$ cat src/rtl/cache_ctrl_nway_pf_if.sv
// CPU/memory/array-control bundle between the cache controller FSM and its
// surroundings: the CPU port, physical memory, the cache datapath and the
// replacement-policy block. The controller takes the slave side.
interface cache_ctrl_nway_pf_if #(
  parameter int WAYS  = 2,
  parameter int CNT_W = 16
);
  localparam int WIDX = (WAYS > 1) ? $clog2(WAYS) : 1;

  // CPU side
  logic             req;
  logic             readwrite;
  logic             cpu_resp;
  // per-way status for the currently selected address
  logic [WAYS-1:0]  hit;
  logic [WAYS-1:0]  valid;
  logic [WAYS-1:0]  dirty;
  // replacement block
  logic [WIDX-1:0]  victim_way;
  logic             lru_update;
  logic [WIDX-1:0]  lru_way;
  // physical memory
  logic             pmem_resp;
  logic             pmem_read;
  logic             pmem_write;
  // array write enables and data selects
  logic [WAYS-1:0]  data_writeline;
  logic [WAYS-1:0]  tag_write;
  logic [WAYS-1:0]  valid_write;
  logic [WAYS-1:0]  dirty_write;
  logic             valid_in;
  logic             dirty_in;
  logic             wb_sel;
  // address path
  logic [1:0]       adr_sel;
  logic             load_adr;
  logic             pf_load;
  logic             pf_inc;
  // performance counters
  logic [CNT_W-1:0] hit_count;
  logic [CNT_W-1:0] miss_count;
  logic [CNT_W-1:0] pf_count;

  modport slave (
    input  req, readwrite, hit, valid, dirty, victim_way, pmem_resp,
    output cpu_resp, pmem_read, pmem_write,
           data_writeline, tag_write, valid_write, dirty_write,
           valid_in, dirty_in, wb_sel, lru_update, lru_way,
           adr_sel, load_adr, pf_load, pf_inc,
           hit_count, miss_count, pf_count
  );

  modport master (
    output req, readwrite, hit, valid, dirty, victim_way, pmem_resp,
    input  cpu_resp, pmem_read, pmem_write,
           data_writeline, tag_write, valid_write, dirty_write,
           valid_in, dirty_in, wb_sel, lru_update, lru_way,
           adr_sel, load_adr, pf_load, pf_inc,
           hit_count, miss_count, pf_count
  );
endinterface

$ cat src/rtl/cache_ctrl_nway_pf.sv
// Control FSM for a WAYS-way set-associative, write-back, write-allocate
// cache with saturating hit/miss/prefetch counters.
// Build option: define CACHE_PF_EN to compile in sequential next-line
// prefetch of PF_DEPTH lines after each demand miss; without it the
// controller is pure demand-fetch and pf_load/pf_inc/pf_count are 0.
//
// state    | meaning
// ---------+------------------------------------------------------------
// IDLE     | serve hits, detect misses, start prefetch when CPU is idle
// WB       | write the dirty fill-way line back to memory
// STALL    | switch the memory address back to the CPU line
// FILL     | read the demand line into the fill way
// DONE     | count the miss, arm prefetch, return to IDLE for the hit
// PF_CHECK | probe the prefetch line; skip it if already present
// PF_WB    | write back the dirty fill way ahead of a prefetch
// PF_STALL | switch the memory address to the prefetch line
// PF_FILL  | read the prefetch line (no replacement touch)
module cache_ctrl_nway_pf #(
  parameter int WAYS     = 2,
  parameter int PF_DEPTH = 2,
  parameter int CNT_W    = 16
) (
  input logic                 clk,
  input logic                 rst_n,
  cache_ctrl_nway_pf_if.slave bus
);
  localparam int WIDX = (WAYS > 1) ? $clog2(WAYS) : 1;

  // Parameter sanity: associativity a power of two >= 2, prefetch depth 1..7.
  if (WAYS < 2 || (WAYS & (WAYS - 1)) != 0 || PF_DEPTH < 1 || PF_DEPTH > 7) begin : g_bad_param
    $error("cache_ctrl_nway_pf: illegal WAYS or PF_DEPTH");
  end

  typedef enum logic [3:0] {
    S_IDLE     = 4'd0,
    S_WB       = 4'd1,
    S_STALL    = 4'd2,
    S_FILL     = 4'd3,
    S_DONE     = 4'd4
`ifdef CACHE_PF_EN
    ,
    S_PF_CHECK = 4'd5,
    S_PF_WB    = 4'd6,
    S_PF_STALL = 4'd7,
    S_PF_FILL  = 4'd8
`endif
  } state_e;

  state_e           state_q, state_d;
  logic             refill_q, refill_d;
  logic [CNT_W-1:0] hit_cnt_q, hit_cnt_d;
  logic [CNT_W-1:0] miss_cnt_q, miss_cnt_d;

  logic [WIDX-1:0]  fill_way, hit_way;
  logic [WAYS-1:0]  fill_oh, hit_oh;
  logic             fill_dirty, any_hit;

  logic             cpu_resp, pmem_read, pmem_write;
  logic [WAYS-1:0]  data_wl, tag_wr, valid_wr, dirty_wr;
  logic             valid_in, dirty_in, wb_sel, lru_update, load_adr;
  logic [WIDX-1:0]  lru_way;
  logic [1:0]       adr_sel;
  logic             hit_inc, miss_inc, refill_set;

`ifdef CACHE_PF_EN
  logic [2:0]       pf_left_q, pf_left_d;
  logic [CNT_W-1:0] pf_cnt_q, pf_cnt_d;
  logic             pf_load, pf_inc, pf_arm, pf_clr, pf_dec, pf_cnt_inc;
`endif

  // Fill way: lowest-index invalid way, otherwise the replacement victim.
  always_comb begin
    logic found;
    found    = 1'b0;
    fill_way = bus.victim_way;
    for (int i = 0; i < WAYS; i++) begin
      if (!found && !bus.valid[i]) begin
        fill_way = WIDX'(i);
        found    = 1'b1;
      end
    end
    fill_oh    = WAYS'(1) << fill_way;
    fill_dirty = bus.dirty[fill_way];
  end

  // Hit way encoder; lowest index wins if the datapath ever reports two.
  always_comb begin
    hit_way = '0;
    for (int i = WAYS - 1; i >= 0; i--) begin
      if (bus.hit[i]) hit_way = WIDX'(i);
    end
    hit_oh  = WAYS'(1) << hit_way;
    any_hit = |bus.hit;
  end

  // Next-state and output decode.
  always_comb begin
    state_d    = state_q;
    cpu_resp   = 1'b0;
    pmem_read  = 1'b0;
    pmem_write = 1'b0;
    data_wl    = '0;
    tag_wr     = '0;
    valid_wr   = '0;
    dirty_wr   = '0;
    valid_in   = 1'b0;
    dirty_in   = 1'b0;
    wb_sel     = 1'b0;
    lru_update = 1'b0;
    lru_way    = '0;
    adr_sel    = 2'd0;
    load_adr   = 1'b0;
    hit_inc    = 1'b0;
    miss_inc   = 1'b0;
    refill_set = 1'b0;
`ifdef CACHE_PF_EN
    pf_load    = 1'b0;
    pf_inc     = 1'b0;
    pf_arm     = 1'b0;
    pf_clr     = 1'b0;
    pf_dec     = 1'b0;
    pf_cnt_inc = 1'b0;
`endif
    unique case (state_q)
      S_IDLE: begin
        if (bus.req) begin
          if (any_hit) begin
            cpu_resp   = 1'b1;
            lru_update = 1'b1;
            lru_way    = hit_way;
            // the hit that completes a refill is not a real hit
            hit_inc    = !refill_q;
            if (bus.readwrite) begin
              wb_sel   = 1'b1;
              dirty_in = 1'b1;
              data_wl  = hit_oh;
              dirty_wr = hit_oh;
            end
          end else begin
            load_adr = 1'b1;
`ifdef CACHE_PF_EN
            pf_clr   = 1'b1;
`endif
            if (fill_dirty) begin
              adr_sel = 2'd1;
              state_d = S_WB;
            end else begin
              state_d = S_FILL;
            end
          end
        end
`ifdef CACHE_PF_EN
        else if (pf_left_q != 3'd0) begin
          state_d = S_PF_CHECK;
        end
`endif
      end
      S_WB: begin
        pmem_write = 1'b1;
        adr_sel    = 2'd1;
        if (bus.pmem_resp) state_d = S_STALL;
      end
      S_STALL: begin
        load_adr = 1'b1;
        state_d  = S_FILL;
      end
      S_FILL: begin
        pmem_read = 1'b1;
        if (bus.pmem_resp) begin
          data_wl    = fill_oh;
          tag_wr     = fill_oh;
          valid_wr   = fill_oh;
          dirty_wr   = fill_oh;
          valid_in   = 1'b1;
          lru_update = 1'b1;
          lru_way    = fill_way;
          state_d    = S_DONE;
        end
      end
      S_DONE: begin
        miss_inc   = 1'b1;
        refill_set = 1'b1;
`ifdef CACHE_PF_EN
        pf_load    = 1'b1;
        pf_arm     = 1'b1;
`endif
        state_d    = S_IDLE;
      end
`ifdef CACHE_PF_EN
      S_PF_CHECK: begin
        adr_sel = 2'd2;
        if (any_hit) begin
          pf_inc  = 1'b1;
          pf_dec  = 1'b1;
          state_d = S_IDLE;
        end else if (fill_dirty) begin
          load_adr = 1'b1;
          adr_sel  = 2'd1;
          state_d  = S_PF_WB;
        end else begin
          load_adr = 1'b1;
          state_d  = S_PF_FILL;
        end
      end
      S_PF_WB: begin
        pmem_write = 1'b1;
        adr_sel    = 2'd1;
        if (bus.pmem_resp) state_d = S_PF_STALL;
      end
      S_PF_STALL: begin
        load_adr = 1'b1;
        adr_sel  = 2'd2;
        state_d  = S_PF_FILL;
      end
      S_PF_FILL: begin
        pmem_read = 1'b1;
        adr_sel   = 2'd2;
        if (bus.pmem_resp) begin
          // no lru_update: prefetched lines stay first in line for eviction
          data_wl    = fill_oh;
          tag_wr     = fill_oh;
          valid_wr   = fill_oh;
          dirty_wr   = fill_oh;
          valid_in   = 1'b1;
          pf_cnt_inc = 1'b1;
          pf_inc     = 1'b1;
          pf_dec     = 1'b1;
          state_d    = S_IDLE;
        end
      end
`endif
      default: state_d = S_IDLE;
    endcase
  end

  // Bookkeeping next values: refill marker and saturating counters.
  always_comb begin
    refill_d   = cpu_resp ? 1'b0 : (refill_set ? 1'b1 : refill_q);
    hit_cnt_d  = (hit_inc && hit_cnt_q != '1) ? hit_cnt_q + 1'b1 : hit_cnt_q;
    miss_cnt_d = (miss_inc && miss_cnt_q != '1) ? miss_cnt_q + 1'b1 : miss_cnt_q;
  end

  // State, refill marker and demand counters.
  always_ff @(posedge clk or negedge rst_n) begin
    if (!rst_n) begin
      state_q    <= S_IDLE;
      refill_q   <= 1'b0;
      hit_cnt_q  <= '0;
      miss_cnt_q <= '0;
    end else begin
      state_q    <= state_d;
      refill_q   <= refill_d;
      hit_cnt_q  <= hit_cnt_d;
      miss_cnt_q <= miss_cnt_d;
    end
  end

`ifdef CACHE_PF_EN
  // Prefetch budget: cleared by a new demand miss, reloaded after a refill.
  always_comb begin
    pf_left_d = pf_left_q;
    if (pf_clr)                           pf_left_d = 3'd0;
    else if (pf_arm)                      pf_left_d = 3'(PF_DEPTH);
    else if (pf_dec && pf_left_q != 3'd0) pf_left_d = pf_left_q - 3'd1;
    pf_cnt_d = (pf_cnt_inc && pf_cnt_q != '1) ? pf_cnt_q + 1'b1 : pf_cnt_q;
  end

  // Prefetch budget and prefetch counter registers.
  always_ff @(posedge clk or negedge rst_n) begin
    if (!rst_n) begin
      pf_left_q <= 3'd0;
      pf_cnt_q  <= '0;
    end else begin
      pf_left_q <= pf_left_d;
      pf_cnt_q  <= pf_cnt_d;
    end
  end

  assign bus.pf_load  = pf_load;
  assign bus.pf_inc   = pf_inc;
  assign bus.pf_count = pf_cnt_q;
`else
  assign bus.pf_load  = 1'b0;
  assign bus.pf_inc   = 1'b0;
  assign bus.pf_count = '0;
`endif

  assign bus.cpu_resp       = cpu_resp;
  assign bus.pmem_read      = pmem_read;
  assign bus.pmem_write     = pmem_write;
  assign bus.data_writeline = data_wl;
  assign bus.tag_write      = tag_wr;
  assign bus.valid_write    = valid_wr;
  assign bus.dirty_write    = dirty_wr;
  assign bus.valid_in       = valid_in;
  assign bus.dirty_in       = dirty_in;
  assign bus.wb_sel         = wb_sel;
  assign bus.lru_update     = lru_update;
  assign bus.lru_way        = lru_way;
  assign bus.adr_sel        = adr_sel;
  assign bus.load_adr       = load_adr;
  assign bus.hit_count      = hit_cnt_q;
  assign bus.miss_count     = miss_cnt_q;
endmodule

$ cat src/flat_wrapper.sv
// flat-port wrapper written by rule: the top's interface ports become plain ports
module cache_ctrl_nway_pf_flat 
#(
  parameter int WAYS     = 2,
  parameter int PF_DEPTH = 2,
  parameter int CNT_W    = 16
)
  (clk, rst_n, bus_req, bus_readwrite, bus_hit, bus_valid, bus_dirty, bus_victim_way, bus_pmem_resp, bus_cpu_resp, bus_pmem_read, bus_pmem_write, bus_data_writeline, bus_tag_write, bus_valid_write, bus_dirty_write, bus_valid_in, bus_dirty_in, bus_wb_sel, bus_lru_update, bus_lru_way, bus_adr_sel, bus_load_adr, bus_pf_load, bus_pf_inc, bus_hit_count, bus_miss_count, bus_pf_count);
  cache_ctrl_nway_pf_if #(.WAYS(WAYS), .CNT_W(CNT_W)) bus_i ();
  input logic clk;
  input logic rst_n;
  input wire logic [$bits(bus_i.req)-1:0] bus_req;
  input wire logic [$bits(bus_i.readwrite)-1:0] bus_readwrite;
  input wire logic [$bits(bus_i.hit)-1:0] bus_hit;
  input wire logic [$bits(bus_i.valid)-1:0] bus_valid;
  input wire logic [$bits(bus_i.dirty)-1:0] bus_dirty;
  input wire logic [$bits(bus_i.victim_way)-1:0] bus_victim_way;
  input wire logic [$bits(bus_i.pmem_resp)-1:0] bus_pmem_resp;
  output wire logic [$bits(bus_i.cpu_resp)-1:0] bus_cpu_resp;
  output wire logic [$bits(bus_i.pmem_read)-1:0] bus_pmem_read;
  output wire logic [$bits(bus_i.pmem_write)-1:0] bus_pmem_write;
  output wire logic [$bits(bus_i.data_writeline)-1:0] bus_data_writeline;
  output wire logic [$bits(bus_i.tag_write)-1:0] bus_tag_write;
  output wire logic [$bits(bus_i.valid_write)-1:0] bus_valid_write;
  output wire logic [$bits(bus_i.dirty_write)-1:0] bus_dirty_write;
  output wire logic [$bits(bus_i.valid_in)-1:0] bus_valid_in;
  output wire logic [$bits(bus_i.dirty_in)-1:0] bus_dirty_in;
  output wire logic [$bits(bus_i.wb_sel)-1:0] bus_wb_sel;
  output wire logic [$bits(bus_i.lru_update)-1:0] bus_lru_update;
  output wire logic [$bits(bus_i.lru_way)-1:0] bus_lru_way;
  output wire logic [$bits(bus_i.adr_sel)-1:0] bus_adr_sel;
  output wire logic [$bits(bus_i.load_adr)-1:0] bus_load_adr;
  output wire logic [$bits(bus_i.pf_load)-1:0] bus_pf_load;
  output wire logic [$bits(bus_i.pf_inc)-1:0] bus_pf_inc;
  output wire logic [$bits(bus_i.hit_count)-1:0] bus_hit_count;
  output wire logic [$bits(bus_i.miss_count)-1:0] bus_miss_count;
  output wire logic [$bits(bus_i.pf_count)-1:0] bus_pf_count;
  assign bus_i.req = bus_req;
  assign bus_i.readwrite = bus_readwrite;
  assign bus_i.hit = bus_hit;
  assign bus_i.valid = bus_valid;
  assign bus_i.dirty = bus_dirty;
  assign bus_i.victim_way = bus_victim_way;
  assign bus_i.pmem_resp = bus_pmem_resp;
  assign bus_cpu_resp = bus_i.cpu_resp;
  assign bus_pmem_read = bus_i.pmem_read;
  assign bus_pmem_write = bus_i.pmem_write;
  assign bus_data_writeline = bus_i.data_writeline;
  assign bus_tag_write = bus_i.tag_write;
  assign bus_valid_write = bus_i.valid_write;
  assign bus_dirty_write = bus_i.dirty_write;
  assign bus_valid_in = bus_i.valid_in;
  assign bus_dirty_in = bus_i.dirty_in;
  assign bus_wb_sel = bus_i.wb_sel;
  assign bus_lru_update = bus_i.lru_update;
  assign bus_lru_way = bus_i.lru_way;
  assign bus_adr_sel = bus_i.adr_sel;
  assign bus_load_adr = bus_i.load_adr;
  assign bus_pf_load = bus_i.pf_load;
  assign bus_pf_inc = bus_i.pf_inc;
  assign bus_hit_count = bus_i.hit_count;
  assign bus_miss_count = bus_i.miss_count;
  assign bus_pf_count = bus_i.pf_count;
  cache_ctrl_nway_pf #(.WAYS(WAYS), .PF_DEPTH(PF_DEPTH), .CNT_W(CNT_W)) u_core (.clk(clk), .rst_n(rst_n), .bus(bus_i));
endmodule
$ cat config.mk
export PLATFORM = sky130hd
export DESIGN_NAME = cache_ctrl_nway_pf_flat
export DESIGN_NICKNAME = d
export VERILOG_FILES = /design/src/rtl/cache_ctrl_nway_pf_if.sv /design/src/rtl/cache_ctrl_nway_pf.sv /design/src/flat_wrapper.sv
export SDC_FILE = /design/constraint.sdc
export NUM_CORES = 1
export LEC_CHECK = 0
export CAP_MARGIN = 25
export CORE_AREA = 2 2 96 70
export CTS_BUF_LIST = sky130_fd_sc_hd__clkbuf_4 sky130_fd_sc_hd__clkbuf_8
export CTS_CLUSTER_SIZE = 40
export DETAILED_ROUTE_END_ITERATION = 8
export DIE_AREA = 0 0 98 72
export PLACE_DENSITY_LB_ADDON = 0.2
export SYNTH_ARGS = -nofsm -noshare
export SYNTH_HDL_FRONTEND = slang
export SYNTH_SLANG_ARGS = --single-unit
export TNS_END_PERCENT = 30
$ cat constraint.sdc
create_clock -name clk -period 2.9 [get_ports clk]
set_clock_uncertainty 0.2 [all_clocks]
set_input_delay 0.58 -clock clk [delete_from_list [all_inputs] [get_ports clk]]
set_output_delay 0.58 -clock clk [all_outputs]
set_load 0.02 [all_outputs]
==> impl_metrics.env, run 1 <==
export IMPL_status="finished, final reports clean"
export IMPL_power_density_nw_per_um2=616
export IMPL_firstDrtPassIters=4
export IMPL_boundaryPins=81
export IMPL_chipHeight_microns=72
export IMPL_clkPwrFrac_pct=21.4
export IMPL_hold_start="u_core.bus.hit_count[7]$_DFFE_PN0P_"
export IMPL_design_area_sq_um=2880
export IMPL_place_hpwl_microns=3460
export IMPL_r2r_start="u_core.state_q[2]$_DFFE_PN0P_"
export IMPL_synthCells=212
export IMPL_die_w_microns=98
export IMPL_synth_area_sq_um=2110
export IMPL_pwr_share_seq_pct=39.0
export IMPL_finalSetupTns_ns=0
export IMPL_fin_ws_ns=0.0208
export IMPL_p_leak_nw=1.30
export IMPL_yosys_warnings=0
export IMPL_cp_end_kind="output pin"
export IMPL_drcViolationCount=0
export IMPL_grt_overflow=0
export IMPL_io_buffers=61
export IMPL_worstRegToRegCells=5
export IMPL_crit_type="primary input to output pin"
export IMPL_routedWlPerCell_microns=12.4
export IMPL_start_kind="primary input"
export IMPL_finalWirelength_microns=4520
export IMPL_p_sw_share_pct=36.2
export IMPL_synth_seq_cells=36
export IMPL_min_period_ns=2.88
export IMPL_whs_path_depth=1
export IMPL_postRouteAntennaNets=0
export IMPL_avgSynthCellArea_sq_um=9.93
export IMPL_antenna_cells=0
export IMPL_worst_ep_required_time_ns=2.12
export IMPL_cp_arrival_ns=2.10
export IMPL_preCtsSetupSlack_ns=-0.305
export IMPL_peakVddDrop_mv=0.240
export IMPL_synth_seq_area_share_pct=42.8
export IMPL_place_area_sq_um=2800
export IMPL_hold_buffers=0
export IMPL_worst_slew_pin_transition_ns=0.733
export IMPL_layout_commonest_cell="clkdlybuf4s50_1"
export IMPL_num_rows=24
export IMPL_clk_pin_slew_ns=0.07
export IMPL_drt_iter0_drc=59
export IMPL_timing_final_crit_share_pct=99.3
export IMPL_p_sw_uw=640
export IMPL_worst_slew_margin_rel_pct=50.7
export IMPL_clk_path_buf_depth=2
export IMPL_cts_max_level=2
export IMPL_drive_gt1_share_pct=14.3
export IMPL_via_count=1714
export IMPL_cts_buffers=5
export IMPL_synthFlopType="dfrtp_1"
export IMPL_first_global_vias=1548
export IMPL_design_die_area_sq_um=7060
export IMPL_synth_edf_count=0
export IMPL_gp_congestion=0.781
export IMPL_max_freq_mhz=347
export IMPL_layout_common_cells="clkdlybuf4s50_1 (46), dfrtp_1 (36), xor2_1 (22), conb_1 (19), buf_4 (18)"
export IMPL_r2r_end="u_core.bus.hit_count[1]$_DFFE_PN0P_"
export IMPL_asyncSetResetFlopFracSynth_pct=100
export IMPL_p_total_mw=1.77
export IMPL_grt_pass1_wl_microns=7350
export IMPL_min_path_type="flop to flop"
export IMPL_fp_coreArea_sq_um=6100
export IMPL_antenna_found_initial=0
export IMPL_synth_cell_types=45
export IMPL_area_growth_pct=36.5
export IMPL_final_setup_viol_count=0
export IMPL_holdPathEnd="u_core.bus.hit_count[7]$_DFFE_PN0P_"
export IMPL_cts_tree="yes"
export IMPL_combPwrFrac_pct=39.6
export IMPL_hold_ws_ns=0.290
export IMPL_grt_max_degree=37
export IMPL_rrSetupSlack_ns=0.38
export IMPL_grt_setup_unrepaired="true"
export IMPL_clock_sinks=36
export IMPL_insertion_delay_ns=0.28
export IMPL_p_int_mw=1.13
export IMPL_grt_util_all_layers_pct=12.9
export IMPL_nets=300
export IMPL_cp_max_fo=3
export IMPL_initial_utilization_pct=34.5
export IMPL_finalMaxSlewViolations=0
export IMPL_root_buffer="clkbuf_8"
export IMPL_hold_violations=0
export IMPL_via_per_inst=4.70
export IMPL_drv_cap=0
[layer usage]
metal / wire length [microns] / part of all wire, % / GRT usage, % / vias to the layer above
met5: 0 / 0 / 0 / -
met2: 1950 / 43 / 18.3 / 44
li1: - / - / - / 860
met1: 2290 / 51 / 18.6 / 803
met4: 50 / 1.1 / 4.17 / 0
met3: 226 / 5.0 / 4.24 / 7
[per-stage QoR]
stage / util (%) / std cells
floorplan: - / 230
global placement: 46.0 / 357
detailed placement: 46.0 / 357
CTS: 47.3 / 365
global route: 47.2 / 365
finish: 47.2 / 365
[logic make-up (layout without fill, tap and decap cells)]
logic type	Yosys count	count (layout)	share of synthesized area (%)
xor gates and xnor gates	28	28	11.6
adders and majority gates	2	2	1.19
buffers and inverters	36	93	11.5
AOI/OAI and AO/OA	17	17	5.59
DFF	36	36	42.8
muxes	2	2	1.07
and+or+nand+nor	90	90	26.0
other	1	19	0.178
[cell type report]
cell class	count	area [sq um]
clock buffer	8	97.6
tap	78	97.6
multi-input combinational	158	1040
fill	600	3220
timing repair buffer	79	721
inverter	6	22.5
sequential	36	901
[worst max path at each step]
stage	from	end	slack, ns
final	bus_req	bus_data_writeline[1]	0.02
after global routing	bus_req	bus_data_writeline[1]	-0.08
after CTS	bus_req	bus_data_writeline[1]	0.003
after detailed placement	bus_req	bus_data_writeline[1]	-0.31
after global placement	bus_req	bus_data_writeline[1]	-0.28
after floorplan	u_core.state_q[0]$_DFFE_PN0P_	bus_dirty_write[1]	0.21
[cells in the mapped netlist, types with 2 or more instances]
library cell  number  share of area (%)
a21oi_1            2               0.48
and4_1             4                1.7
buf_2              2               0.48
buf_4             24                8.6
buf_6              2                1.1
clkbuf_1           2               0.36
dfrtp_1           36                 43
ha_1               2                1.2
inv_1              6                1.1
mux2_2             2                1.1
nand2_1           12                2.1
nand2b_1           2               0.59
nand3_1            9                2.1
nand4_1           11                3.3
nor2_1            12                2.1
nor2b_1            2               0.59
nor3_1            10                2.4
nor3b_1            4                1.4
nor4_1            10                3.0
nor4_2             2                1.2
o21a_1             2               0.71
o21ai_0            4               0.95
or2_2              2               0.59
xnor2_1            6                2.5
xor2_1            22                9.2
[registers in the layout (all words and copies together), names as in the netlist]
name,cells
u_core.bus.miss_count,16
u_core.state_q,3
u_core.refill_q,1
u_core.bus.hit_count,16
[worst max-delay path: stages]
cell,delay (ns)
clkdlybuf4s50_1,0.49
nor4b_1,0.24
buf_4,0.17
nand2_1,0.06
o21ai_0,0.20
dlygate4sd1_1,0.35
[power groups by stage]
stage / registers, mW / clock network, mW / logic [mW]
finish: 0.690 / 0.380 / 0.700
detailed placement: 0.696 / 0 / 0.749
global placement: 0.697 / 0 / 0.743
CTS: 0.688 / 0.398 / 0.712
floorplan: 0.726 / 0 / 0.393
global route: 0.704 / 0.425 / 0.755
[repair_timing]
item | in CTS | in global routing
gates resized for setup | 15 | 11
setup endpoints to repair | 15 | 5
hold endpoints to repair | 0 | 0
setup buffers | 0 | 0
Note: power is estimated with default switching activity, not from simulation.
==> inputs of run 2 (changes only) <==
Settings changed: ABC_CLOCK_PERIOD_IN_PS set to 2900, CTS_CLUSTER_SIZE 40 to not set.
==> results of run 2 <==
The final DEF is identical to that of run 1; final timing and power are the same.
==> inputs of run 3 (changes only) <==
Settings changed: CORE_AREA 2 2 96 70 to 2 2 107 78, CTS_CLUSTER_SIZE set to 25, DIE_AREA 0 0 98 72 to 0 0 109 80, PLACE_DENSITY_LB_ADDON 0.2 to not set.
==> run 3 against run 2 <==
Effect of this change:
- non-clock buffer count up 1
- total power up 0.85%
- sequential cell count unchanged
- die area up 24%
- combinational power up 3.7%
- critical path type unchanged
- via count up 0.82%
- global-route usage down 1.1 points
- sequential power down 0.7%
- fmax up 1.4%
- cell count up 6.6%
- critical path depth down 2
==> impl_metrics.env, run 3 (synthesized netlist as in run 1, its figures left out) <==
export IMPL_fillers=783
export IMPL_grt_overflow=0
export IMPL_crit_type="primary input to output pin"
export IMPL_power_density_nw_per_um2=613
export IMPL_cpPeakStageDelay_ns=0.49
export IMPL_boundaryPins=81
export IMPL_clk_path_buf_depth=2
export IMPL_grt_max_degree=37
export IMPL_fin_ws_ns=0.0611
export IMPL_r2r_start="u_core.state_q[0]$_DFFE_PN0P_"
export IMPL_insertion_delay_ns=0.29
export IMPL_timing_final_crit_share_pct=97.9
export IMPL_path_cells="clkdlybuf4s50_1 > or4b_4 > o21ai_0 > clkdlybuf4s15_1"
export IMPL_drcViolationCount=0
export IMPL_min_period_ns=2.84
export IMPL_gp_congestion=0.786
export IMPL_holdPathEnd="u_core.bus.hit_count[7]$_DFFE_PN0P_"
export IMPL_antenna_cells=0
export IMPL_cts_max_level=2
export IMPL_final_setup_viol_count=0
export IMPL_io_buffers=61
export IMPL_postRouteAntennaNets=0
export IMPL_fp_coreArea_sq_um=7670
export IMPL_clock_sinks=36
export IMPL_hold_start="u_core.bus.hit_count[7]$_DFFE_PN0P_"
export IMPL_finalMaxSlewViolations=0
export IMPL_max_freq_mhz=352
export IMPL_multi_input_area_sq_um=1040
export IMPL_cts_buffers=5
export IMPL_finalWirelength_microns=4980
export IMPL_r2r_end="u_core.bus.hit_count[2]$_DFFE_PN0P_"
export IMPL_post_place_cells=381
export IMPL_place_hpwl_microns=3770
export IMPL_num_rows=27
export IMPL_cts_tree="yes"
export IMPL_worst_slew_pin_transition_ns=0.662
export IMPL_chipHeight_microns=80
export IMPL_grt_setup_unrepaired="true"
export IMPL_final_seq_area_sq_um=901
export IMPL_grt_util_all_layers_pct=11.8
export IMPL_clk_pin_slew_ns=0.08
export IMPL_status="finished, final reports clean"
export IMPL_cp_max_fo=4
export IMPL_worstRegToRegCells=6
export IMPL_hold_violations=0
export IMPL_preCtsSetupSlack_ns=-0.326
export IMPL_p_leak_nw=1.30
export IMPL_root_buffer="clkbuf_8"
export IMPL_start_kind="primary input"
export IMPL_drt_iter0_drc=72
export IMPL_worst_ep_required_time_ns=2.12
export IMPL_firstDrtPassIters=4
export IMPL_cp_end_kind="output pin"
export IMPL_initial_utilization_pct=27.5
export IMPL_via_per_inst=4.44
export IMPL_design_die_area_sq_um=8720
export IMPL_first_global_vias=1628
export IMPL_grt_pass1_wl_microns=8140
export IMPL_min_path_type="flop to flop"
export IMPL_antenna_found_initial=0
export IMPL_peakVddDrop_mv=0.242
export IMPL_finalNonFillerCells=389
export IMPL_cpLargestDelayFamily="buffers and inverters"
export IMPL_fin_util_pct=38.0
export IMPL_drive_gt1_share_pct=14.9
export IMPL_die_w_microns=109
export IMPL_area_growth_pct=38.2
export IMPL_layout_common_cells="clkdlybuf4s50_1 (46), dfrtp_1 (36), xor2_1 (22), conb_1 (19), buf_4 (19)"
export IMPL_routedWlPerCell_microns=12.8
export IMPL_cp_arrival_ns=2.06
export IMPL_drv_cap=0
export IMPL_critPathBufInv=2
export IMPL_nets=301
export IMPL_via_count=1728
export IMPL_rrSetupSlack_ns=0.43
export IMPL_critPathSlowestCell="or4b_4"
export IMPL_layout_commonest_cell="clkdlybuf4s50_1"
export IMPL_finalSetupTns_ns=0
export IMPL_worst_slew_margin_rel_pct=55.5
export IMPL_whs_path_depth=1
-- run 3: cell types whose count changed in the layout (fill, tap and decap cells not counted), sizes merged --
cell | previous run | this run
clkdlybuf4s15 | 1 | 2
clkbuf | 10 | 8
clkinv | 0 | 2
dlygate4sd1 | 2 | 1
buf | 18 | 19
-- run 3: layout make-up --
class                   count  share of cell area, %
multi-input cells         158                   35.7
inverters                   6                  0.774
flip-flops and latches     36                   31.0
clock buffers               6                   2.84
clock inverters             2                  0.344
repair buffers             80                   25.1
well taps                 101                   4.34
-- run 3: worst max path at each step --
stage	slack (ns)	depth (start not counted)	to	from
floorplan	0.21	5	bus_dirty_write[1]	u_core.state_q[0]$_DFFE_PN0P_
global placement	-0.25	6	bus_dirty_write[1]	bus_req
detailed placement	-0.33	6	bus_dirty_write[1]	bus_req
CTS	0.001	6	bus_data_writeline[1]	bus_req
global route	-0.02	6	bus_dirty_in	bus_req
finish	0.06	4	bus_lru_way	bus_req
-- run 3: what timing repair did --
| item | CTS | global route |
|---|---|---|
| setup endpoints to repair | 15 | 9 |
| buffers inserted | 0 | 0 |
| pin swaps | 0 | 0 |
| hold buffers | 0 | 0 |
| gates resized for setup | 18 | 9 |
-- run 3: through the flow --
stage	hold WS, ns	area (sq um)	power [mW]
6_report	0.304	2910	1.79
5_1_grt	0.319	2910	1.90
4_1_cts	0.311	2910	1.81
3_5_place_dp	0.293	2840	1.46
3_3_place_gp	0.285	2840	1.45
2_1_floorplan	0.0844	2170	1.12
-- run 3: power by group --
part           switching [mW]  leakage [nW]  internal, mW
Clock                   0.184        0.0510         0.190
Combinational           0.382         0.787         0.345
Sequential              0.104         0.466         0.580
-- run 3: routing by layer --
| metal | part of all wire [%] | GRT usage (%) |
|---|---|---|
| met1 | 50 | 17.1 |
| met2 | 44 | 16.9 |
| met3 | 5.6 | 3.84 |
| met4 | 0.92 | 2.69 |
| met5 | 0 | 0 |
